[src/rtl/demux_1_4_32_reg_if.sv]
// ---------------------------------------------------------------------------
// demux_1_4_32_reg_if
//   Bundle of the producer-side and consumer-side handshake/bus signals of the
//   registered 1-to-4 word distributor.
//
//   Producer side : data_in, select, enable, in_valid  -> block
//                   in_ready                           <- block
//   Consumer side : data_0..3, valid_0..3              <- block
//                   ready_0..3                         -> block
//
//   Modports
//     slave  : the distributor itself
//     master : the environment (producer plus the four consumers)
// ---------------------------------------------------------------------------
interface demux_1_4_32_reg_if #(
   parameter int WIDTH = 32
);
   // producer side
   logic [WIDTH-1:0] data_in;
   logic [1:0]       select;
   logic             enable;
   logic             in_valid;
   logic             in_ready;

   // consumer side
   logic [WIDTH-1:0] data_0;
   logic [WIDTH-1:0] data_1;
   logic [WIDTH-1:0] data_2;
   logic [WIDTH-1:0] data_3;
   logic             valid_0;
   logic             valid_1;
   logic             valid_2;
   logic             valid_3;
   logic             ready_0;
   logic             ready_1;
   logic             ready_2;
   logic             ready_3;

   modport slave (
      input  data_in, select, enable, in_valid,
      output in_ready,
      output data_0, data_1, data_2, data_3,
      output valid_0, valid_1, valid_2, valid_3,
      input  ready_0, ready_1, ready_2, ready_3
   );

   modport master (
      output data_in, select, enable, in_valid,
      input  in_ready,
      input  data_0, data_1, data_2, data_3,
      input  valid_0, valid_1, valid_2, valid_3,
      output ready_0, ready_1, ready_2, ready_3
   );
endinterface

[src/rtl/demux_1_4_32_reg.sv]
// ---------------------------------------------------------------------------
// demux_1_4_32_reg
//   Registered 1-to-4 word distributor. One WIDTH-bit word per cycle enters on
//   a valid/ready port and is steered into the one-entry buffer of the channel
//   named by select. Each channel holds its word until its consumer accepts it.
//
//   Ports
//     clock    : rising-edge clock, sole clock domain
//     reset_b  : asynchronous active-low reset
//     bus      : demux_1_4_32_reg_if.slave
//                  data_in/select/enable/in_valid -> in, in_ready <- out
//                  data_k/valid_k out, ready_k in   (k = 0..3)
//
//   Build option
//     DEMUX_TRISTATE_EN : when defined, data_k floats (Z) while channel k is
//                         empty so the channel can share a bus; when undefined
//                         data_k always shows the last word loaded (0 after
//                         reset). Handshake and timing are identical.
// ---------------------------------------------------------------------------
module demux_1_4_32_reg #(
   parameter int WIDTH = 32
) (
   input  logic               clock,
   input  logic               reset_b,
   demux_1_4_32_reg_if.slave  bus
);

   typedef enum logic {
      EMPTY = 1'b0,
      FULL  = 1'b1
   } ch_state_t;

   ch_state_t        state_q [4];
   ch_state_t        state_d [4];
   logic [WIDTH-1:0] data_q  [4];
   logic [WIDTH-1:0] data_d  [4];

   logic [3:0]       ready_v;
   logic [3:0]       sel_oh;
   logic [3:0]       load_oh;
   logic             in_ready_w;
   logic             xfer_w;

   assign ready_v = {bus.ready_3, bus.ready_2, bus.ready_1, bus.ready_0};

   // Select decode. A select carrying X/Z bits matches no item, lands in the
   // default branch and therefore addresses no channel: nothing is accepted.
   always_comb begin
      sel_oh = 4'b0000;
      case (bus.select)
         2'd0:    sel_oh = 4'b0001;
         2'd1:    sel_oh = 4'b0010;
         2'd2:    sel_oh = 4'b0100;
         2'd3:    sel_oh = 4'b1000;
         default: sel_oh = 4'b0000;
      endcase
   end

   // The selected channel can take a word if it is empty, or if it is being
   // drained in this same cycle (drain and reload, keeping 1 word/cycle).
   // Held low during reset so the producer never sees a false accept.
   always_comb begin
      in_ready_w = 1'b0;
      if (reset_b && bus.enable) begin
         for (int k = 0; k < 4; k++) begin
            if (sel_oh[k] && ((state_q[k] == EMPTY) || ready_v[k])) begin
               in_ready_w = 1'b1;
            end
         end
      end
   end

   assign xfer_w  = bus.in_valid & in_ready_w;
   assign load_oh = sel_oh & {4{xfer_w}};

   // Next state per channel: drain first, then a load overrides it so that a
   // simultaneous drain+load leaves the channel FULL with the new word.
   always_comb begin
      for (int k = 0; k < 4; k++) begin
         state_d[k] = state_q[k];
         data_d[k]  = data_q[k];
         if ((state_q[k] == FULL) && ready_v[k]) begin
            state_d[k] = EMPTY;
         end
         if (load_oh[k]) begin
            state_d[k] = FULL;
            data_d[k]  = bus.data_in;
         end
      end
   end

   always_ff @(posedge clock or negedge reset_b) begin
      if (!reset_b) begin
         for (int k = 0; k < 4; k++) begin
            state_q[k] <= EMPTY;
            data_q[k]  <= '0;
         end
      end else begin
         for (int k = 0; k < 4; k++) begin
            state_q[k] <= state_d[k];
            data_q[k]  <= data_d[k];
         end
      end
   end

   assign bus.in_ready = in_ready_w;

   assign bus.valid_0  = (state_q[0] == FULL);
   assign bus.valid_1  = (state_q[1] == FULL);
   assign bus.valid_2  = (state_q[2] == FULL);
   assign bus.valid_3  = (state_q[3] == FULL);

`ifdef DEMUX_TRISTATE_EN
   assign bus.data_0 = (state_q[0] == FULL) ? data_q[0] : {WIDTH{1'bz}};
   assign bus.data_1 = (state_q[1] == FULL) ? data_q[1] : {WIDTH{1'bz}};
   assign bus.data_2 = (state_q[2] == FULL) ? data_q[2] : {WIDTH{1'bz}};
   assign bus.data_3 = (state_q[3] == FULL) ? data_q[3] : {WIDTH{1'bz}};
`else
   assign bus.data_0 = data_q[0];
   assign bus.data_1 = data_q[1];
   assign bus.data_2 = data_q[2];
   assign bus.data_3 = data_q[3];
`endif

endmodule

[src/flat_wrapper.sv]
// flat-port wrapper written by rule: the top's interface ports become plain ports
module demux_1_4_32_reg_flat 
#(
   parameter int WIDTH = 32
)
  (clock, reset_b, bus_data_in, bus_select, bus_enable, bus_in_valid, bus_in_ready, bus_data_0, bus_data_1, bus_data_2, bus_data_3, bus_valid_0, bus_valid_1, bus_valid_2, bus_valid_3, bus_ready_0, bus_ready_1, bus_ready_2, bus_ready_3);
  demux_1_4_32_reg_if #(.WIDTH(WIDTH)) bus_i ();
  input  logic clock;
  input  logic reset_b;
  input wire logic [$bits(bus_i.data_in)-1:0] bus_data_in;
  input wire logic [$bits(bus_i.select)-1:0] bus_select;
  input wire logic [$bits(bus_i.enable)-1:0] bus_enable;
  input wire logic [$bits(bus_i.in_valid)-1:0] bus_in_valid;
  output wire logic [$bits(bus_i.in_ready)-1:0] bus_in_ready;
  output wire logic [$bits(bus_i.data_0)-1:0] bus_data_0;
  output wire logic [$bits(bus_i.data_1)-1:0] bus_data_1;
  output wire logic [$bits(bus_i.data_2)-1:0] bus_data_2;
  output wire logic [$bits(bus_i.data_3)-1:0] bus_data_3;
  output wire logic [$bits(bus_i.valid_0)-1:0] bus_valid_0;
  output wire logic [$bits(bus_i.valid_1)-1:0] bus_valid_1;
  output wire logic [$bits(bus_i.valid_2)-1:0] bus_valid_2;
  output wire logic [$bits(bus_i.valid_3)-1:0] bus_valid_3;
  input wire logic [$bits(bus_i.ready_0)-1:0] bus_ready_0;
  input wire logic [$bits(bus_i.ready_1)-1:0] bus_ready_1;
  input wire logic [$bits(bus_i.ready_2)-1:0] bus_ready_2;
  input wire logic [$bits(bus_i.ready_3)-1:0] bus_ready_3;
  assign bus_i.data_in = bus_data_in;
  assign bus_i.select = bus_select;
  assign bus_i.enable = bus_enable;
  assign bus_i.in_valid = bus_in_valid;
  assign bus_in_ready = bus_i.in_ready;
  assign bus_data_0 = bus_i.data_0;
  assign bus_data_1 = bus_i.data_1;
  assign bus_data_2 = bus_i.data_2;
  assign bus_data_3 = bus_i.data_3;
  assign bus_valid_0 = bus_i.valid_0;
  assign bus_valid_1 = bus_i.valid_1;
  assign bus_valid_2 = bus_i.valid_2;
  assign bus_valid_3 = bus_i.valid_3;
  assign bus_i.ready_0 = bus_ready_0;
  assign bus_i.ready_1 = bus_ready_1;
  assign bus_i.ready_2 = bus_ready_2;
  assign bus_i.ready_3 = bus_ready_3;
  demux_1_4_32_reg #(.WIDTH(WIDTH)) u_core (.clock(clock), .reset_b(reset_b), .bus(bus_i));
endmodule
[config.mk]
export PLATFORM = sky130hd
export DESIGN_NAME = demux_1_4_32_reg_flat
export DESIGN_NICKNAME = d
export VERILOG_FILES = /design/src/rtl/demux_1_4_32_reg_if.sv /design/src/rtl/demux_1_4_32_reg.sv /design/src/flat_wrapper.sv
export SDC_FILE = /design/constraint.sdc
export NUM_CORES = 1
export LEC_CHECK = 0
export CAP_MARGIN = 5
export CORE_AREA = 2 2 112 114
export CTS_BUF_LIST = sky130_fd_sc_hd__clkbuf_16
export DETAILED_ROUTE_END_ITERATION = 12
export DIE_AREA = 0 0 114 116
export PLACE_DENSITY_LB_ADDON = 0.15
export REMOVE_ABC_BUFFERS = 1
export SETUP_SLACK_MARGIN = 0.15
export SYNTH_ARGS = -nofsm -noshare
export SYNTH_HDL_FRONTEND = slang
export SYNTH_SLANG_ARGS = --single-unit
[constraint.sdc]
create_clock -name clock -period 1.98 [get_ports clock]
set_clock_uncertainty 0.1 [all_clocks]
set_input_delay 0.198 -clock clock [delete_from_list [all_inputs] [get_ports clock]]
set_output_delay 0.198 -clock clock [all_outputs]
set_load 0.05 [all_outputs]
==> metrics list, run 1 <==
- Initial antenna violation count: 0
* First-pass GRT wire length: around 20,000 um
- Count of clock tree sinks: 132
- Counting distinct cell types in the post-synthesis netlist gives 25.
* Detailed-route vias per instance: slightly below 5
- From left edge to right edge, the die measures approximately 110 um.
* Overall overflow remaining after global route: 0
* Share of total power consumed by net switching: 0.380
- # rows: 40
* Die boundary height: roughly 120 um
* Clock latency of the later-clocked register in the worst-skew pair: roughly 0.4 ns
* Leakage power of the design: approximately 3.8 nW
- Timing would allow up to around 0.56 GHz.
- Of the cells placed in the final design, the portion with a size suffix greater than 1 is 0.351.
- The share of total power dissipated in the clock network is 0.308.
* Actual transition at the worst max-transition pin: around 0.71 ns
- Pin count of the biggest net entering global routing: 133
- TritonCTS built the clock tree.
- Number of enable flip-flop cells after synthesis: 0
- The final-report max-slew violation count was 0.
- Fill cells in the final layout number 913.
- Status: finished, final reports clean
* Number of remaining DRC errors: 0
- Critical Path Sink Type: primary output
- The largest total area in the synthesized netlist belongs to dfrtp_1.
* Syn Area/Cell: 17.9 um2
- Ranked by instance count, the synthesized netlist is headed by 132 x dfrtp_1, 69 x mux2_2, 58 x mux2_4.
* Number of cells on the worst hold path: 3
* Data required, critical path: 1.68 ns
- Area share of the leading cell type in the synthesized netlist: 0.626
- Library cell used as clock root buffer: clkbuf_16
- Leading cell types by total area after synthesis: dfrtp_1 63%, mux2_4 17%, mux2_2 15%
* Worst-path fanout max: 3
- Antenna diode count: 0
* Final HPWL from detailed placement: 8370 um
- After the first detailed-routing iteration, the DRC count stood at 93.
- Max-cap check violation count: 0
- After technology mapping, the gate count stands at 295.
- The path with the worst hold slack has its endpoint at u_core.bus.valid_2.
- The worst setup path is launched from a flip-flop.
- Subtracting the final worst setup slack from the clock period gives 1.80 ns.
- Across all setup checks in the final design, the least slack found is 0.179 ns.
- Nets@finish: 530
* Switch Pwr: around 4.2 mW
- CTS built an H-tree with a depth of 4.
- Max clock buf depth: 2
- For this run, the total global-route usage over all layers was measured as 0.198.
* Ys async rst share: 1.00
* Unrepaired setup endpoints after global routing: true
- Measured against its own limit, the worst slew margin works out to 0.527.
- The share of total power dissipated in sequential elements is 0.326.
- The initial utilization of the core area, before any placement, comes to 0.443.
* Combinational power share: 0.366
- The internal portion of the total power is around 7 mW.
* Core footprint: around 12,000 um2
* Final core utilization: 0.649
- Summing every instance area after synthesis gives 5270 um2.
* Worst Path Arrival: approximately 1.5 ns
- After detailed placement, the total cell area comes to between 7000 and 8000 um2.
- Across the VDD grid, the largest voltage drop is 0.689 mV.
* Via count of the routed design: 3,208
- Reg2Reg Depth: 4
* Final weighted congestion in routability-driven placement: 0.736
* Most frequent cell after synthesis: dfrtp_1
- Pin placement for this block handled 175 I/O pins.
- Setup slack, reg-to-reg: a little under 0.3 ns
- Counting the buffers created by CTS gives 17.
- The worst hold path begins at bus_ready_2.
- The endpoint identified for the worst register-to-register timing path is u_core.bus.data_1[31].
- Yosys printed 0 warnings.
- During placement, the flow inserted port buffers numbering 174.
- Hold slack: approximately 0.29 ns
- The via count of the first global-routing pass came to between 3,000 and 4,000.
- For this run, the leading register cell type out of synthesis is dfrtp_1.
- Pre-Repair DR Iteration Count: 4
- Design Power: 11.1 mW
- Class of the tightest hold or removal check: input pin to flip-flop
- Dividing the final minimum period by the clock period gives 0.910.
* Reg clk slew, reported paths: 0.06 ns
- The worst register-to-register path begins at u_core.bus.valid_1.
- Pwr per Cell Area: around 1400 nW/um2
* Avg WL per Cell: approximately 19 um
- The count of nets left with antenna violations once routing finished came out at 0.
* Number of failing hold endpoints at the final stage: 0
- Layout overhead on the synthesized area: 46.7%
- Final setup fails: 0
- After routing the design area is 7730 um2.
* Flops & latches, synth: 132
* Aggregate routed wire length: between 10,000 and 15,000 um
- Before CTS, the worst setup slack after placement is around 0.00083 ns.
- Overall die area: around 13,000 um2
* WS Path Type: flip-flop to primary output
* Post-synthesis sequential area ratio: 0.626
-- placed cells by master (no fill, tap or decap), drive strengths merged, types with 2 or more instances in the layout --
cell	n
inv	4
bufinv	6
buf	15
mux2	128
clkbuf	17
clkdlybuf4s50	39
clkinv	6
nand2b	3
dlygate4sd2	133
nand2	2
dfrtp	132
-- cell families (layout without fill, tap and decap cells) --
logic type,count (synthesis),in the layout,synth area share
flops,132,132,0.626
mux,128,128,0.315
simple gates,17,17,0.0259
buf+inv,15,221,0.0285
compound gates,3,3,0.00451
-- power groups by stage --
stage	Clock [mW]	Combinational [mW]	Sequential (mW)
finish	3.43	4.08	3.63
global route	3.64	4.24	3.72
CTS	3.51	4.11	3.64
detailed placement	0	4.53	3.70
global placement	0	4.49	3.67
floorplan	0	0.722	5.85
-- per-stage QoR --
stage / cells / setup TNS [ns]
3_3_place_gp: 615 / 0
2_1_floorplan: 281 / -43.64
5_1_grt: 648 / 0
4_1_cts: 648 / 0
3_5_place_dp: 615 / 0
6_report: 648 / 0
-- cell type report --
type	count	area [um2]	share of cell area
inverters	1	3.75	0.000485
multi-input cells	148	1830	0.237
repair buffers	188	1760	0.228
clock inverters	15	220	0.0285
flip-flops and latches	132	3300	0.427
well taps	147	184	0.0238
clock buffers	17	425	0.0550
-- worst max path at each step --
stage / slack, ns / end / startpoint
floorplan: -0.79 / u_core.bus.data_1[0] / u_core.bus.valid_1
global placement: 0.03 / u_core.bus.data_2[31] / bus_enable
detailed placement: 0.0008 / u_core.bus.data_2[0] / bus_enable
CTS: 0.07 / bus_in_ready / u_core.bus.valid_1
global route: 0.11 / bus_in_ready / u_core.bus.valid_1
finish: 0.18 / bus_in_ready / u_core.bus.valid_1
-- flip-flops by register name, indices dropped and copies added (netlist names) --
signal / flops
u_core.bus.data_1: 32
u_core.bus.data_2: 32
u_core.bus.valid_2: 1
u_core.bus.valid_1: 1
u_core.bus.valid_0: 1
u_core.bus.data_0: 32
u_core.bus.data_3: 32
u_core.bus.valid_3: 1
-- per-layer routing --
metal | GRT usage | vias up | part of all wire
met5 | 0 | - | 0
met4 | 0.0512 | 0 | 0.0072
met3 | 0.0863 | 7 | 0.084
met2 | 0.303 | 116 | 0.46
met1 | 0.262 | 1631 | 0.45
li1 | - | 1454 | -
-- repair_timing --
item	in CTS	in global routing
hold buffers	1	0
buffers inserted	0	0
setup endpoints to repair	133	17
pin swaps	1	2
gates resized for setup	134	6
endpoints found under the hold margin	132	0
-- critical path, cell delays in order (launching register included) --
cell	delay (ns)
dfrtp_1	0.35
or3b_4	0.38
a21boi_2	0.15
nor3_2	0.06
buf_6	0.16
No activity file was read; power rests on OpenSTA's default activity.
==> run 2, diff against run 1 <==
SKIP_LAST_GASP = 1   (was default)
SLEW_MARGIN = 30   (was default)
clock period = 2 ns   (was 1.98 ns; I/O delays follow)
==> metrics list, run 2 (same netlist as run 1, synthesis figures left out) <==
- Status: finished, final reports clean
- Max-cap check violation count: 0 (unchanged)
- Library cell used as clock root buffer: clkbuf_16
- Leaving out fill and tap cells, the most frequent cells in the layout are 132 x dlygate4sd2_1, 132 x dfrtp_1, 69 x mux2_2, 58 x mux2_4, 39 x clkdlybuf4s50_1.
- The net switching power was 4.17 mW (-1.7%).
- After layout, the minimum clock period comes to approximately 1.8 ns.
- The setup-violating endpoint count in the final report is 0 (unchanged).
* Clock network fraction of total power: 0.290 (-0.018)
- Post-layout worst setup margin: 0.171 ns (-0.00745 ns)
- Combinational power share: 0.375 (+0.009)
- Unrepaired setup endpoints after global routing: true
- Count of routing violations after the opening detailed-route iteration: 89 (-4.3%)
* Overall overflow remaining after global route: 0 (unchanged)
- Via count of the first global-routing pass: 3,528 (-0.34%)
- Die width: 114 um (unchanged)
- Overall die area: 13,200 um2 (unchanged)
* Pin count of the biggest net entering global routing: 133 (unchanged)
- For this run, the top clock speed supported by timing is 0.547 GHz.
- The average detailed-routed wire length per instance was 18.5 um (-2.8%).
* Fill cell instance count of the final layout: 943 (+3.3%)
- The total count of hold-check failures in the final report was 0 (unchanged).
- The internal power contribution came to 6.58 mW (-4.7%).
- Worst-path fanout max: 3 (unchanged)
- The share of layout cells above drive strength 1 was 0.351 (unchanged).
- Actual transition at the worst max-transition pin: 0.668 ns (-0.0417 ns)
- Number of remaining DRC errors: 0 (unchanged)
* Detailed-route vias per instance: 4.92 (-0.56%)
- Largest voltage drop on the vdd net: 0.781 mV (+13%)
* # rows: 40 (unchanged)
* WS Path Type: flip-flop to primary output
* Nets@finish: 530 (unchanged)
- First-pass GRT wire length: 19,300 um (-2.6%)
- Number of buffers created by CTS: 17 (unchanged)
- Leakage power of the design: 3.78 nW (-0.60%)
* Clock latency of the later-clocked register in the worst-skew pair: 0.41 ns (about the same)
- The pre-CTS setup slack is 0.0145 ns (+0.0137 ns).
- The utilization after layout is 0.645 (-0.00431).
* Via count of the routed design: 3,190 (-0.56%)
* Number of H-tree levels: 4 (unchanged)
- Data required, critical path: 1.70 ns (+0.02 ns)
* Clock tree from TritonCTS: yes
- The final wirelength was 12,000 um (-2.8%).
* Antenna diode count: 0 (unchanged)
- Pre-Repair DR Iteration Count: 4 (unchanged)
- Count of clock tree sinks: 132 (unchanged)
* Sequential fraction of design power: 0.335 (+0.009)
- Non-Filler Instances: 648 (unchanged)
- Final HPWL from detailed placement: 8310 um (-0.77%)
- Class of the tightest hold or removal check: input pin to flip-flop
- The final-report max-slew violation count is 0 (unchanged).
- Compared with the post-synthesis result, the final layout area differs by 45.7%.
- Worst Path Arrival: 1.53 ns (+0.03 ns)
- Worst slew slack as a fraction of its limit: 0.555 (+0.0278)
- Of the available clock period, the critical path in the final layout requires 0.914.
- Combined global-route utilization of all metal layers: 0.194 (-0.00430)
* Max clock buf depth: 2 (unchanged)
- Number of cells in the design after placement: 615 (unchanged)
- The initial cell density of the core was 0.443 (unchanged).
- Top-level port count: 175 (unchanged)
* Final weighted congestion in routability-driven placement: 0.745 (+1.3%)
- Count of nets left with antenna violations after detail routing: 0 (unchanged)
- Core footprint: 11,900 um2 (unchanged)
- The worst setup path is captured at a primary output.
* Design Power: 10.7 mW (-3.6%)
* Port-buffer cells: 174 (unchanged)
- Startpoint class of the critical path: flip-flop
* Reg clk slew, reported paths: 0.06 ns (about the same)
- Pwr per Cell Area: 1400 nW/um2 (-2.9%)
- Accumulated negative setup slack: 0 ns (unchanged)
- The switching share of power came to 0.388 (+0.00739).
- Die boundary height: 116 um (unchanged)
* Initial antenna violation count: 0 (unchanged)
## run 2: final cells by class
class                      count  area (um2)  area share
multi-input combinational    148        1830       0.238
timing repair buffer         188        1760       0.230
clock inverter                15         170      0.0222
tap                          147         184      0.0239
clock buffer                  17         425      0.0554
sequential                   132        3300       0.430
inverter                       1        3.75    0.000489
## run 2: per-layer routing
| layer | GRT usage | part of all wire | up-vias | wire length [um] |
|---|---|---|---|---|
| met1 | 0.257 | 0.44 | 1598 | 5300 |
| met3 | 0.0769 | 0.088 | 15 | 1050 |
| met2 | 0.289 | 0.46 | 132 | 5460 |
| met5 | 0 | 0 | - | 0 |
| met4 | 0.0772 | 0.014 | 0 | 173 |
| li1 | - | - | 1445 | - |
## run 2: power by group through the flow
stage | Sequential, mW | Combinational, mW | Clock (mW)
detailed placement | 3.66 | 4.49 | 0
CTS | 3.60 | 4.07 | 3.18
floorplan | 5.79 | 0.715 | 0
global route | 3.68 | 4.20 | 3.32
finish | 3.59 | 4.03 | 3.12
global placement | 3.64 | 4.45 | 0
## run 2: critical path: stages (launching register included)
cell and delay, ns:
dfrtp_1 0.35, or3b_4 0.37, a21boi_1 0.14, nor3_1 0.06
buf_4 0.19
## run 2: through the flow
step / cell area (um2) / hold slack, ns
3_5_place_dp: 7220 / 0.290
6_report: 7680 / 0.302
2_1_floorplan: 5130 / -0.196
5_1_grt: 7680 / 0.324
3_3_place_gp: 7220 / 0.289
4_1_cts: 7660 / 0.282
## run 2: path summary, 6_finish.rpt
path	startpoint	to	slack [ns]	depth (start not counted)
max in group asynchronous	reset_b	u_core.bus.data_0[25]	0.93	3
min reg2reg	u_core.bus.data_0[31]	u_core.bus.data_0[31]	0.39	1
max reg2reg	u_core.bus.valid_1	u_core.bus.data_1[31]	0.31	4
min	bus_ready_2	u_core.bus.valid_2	0.30	3
min in group asynchronous	reset_b	u_core.bus.valid_3	0.41	3
max	u_core.bus.valid_1	bus_in_ready	0.17	4
## run 2: what timing repair did
action	in CTS	in global routing
hold buffers	1	0
setup endpoints to repair	133	14
pin swaps	1	2
hold endpoints to repair	132	0
buffers inserted	0	0
resized for setup	133	5
==> run 3, diff against run 2 <==
ABC_CLOCK_PERIOD_IN_PS = 2000   (was default)
==> results of run 3 <==
No change in the layout: final DEF, timing and power equal those of run 2.
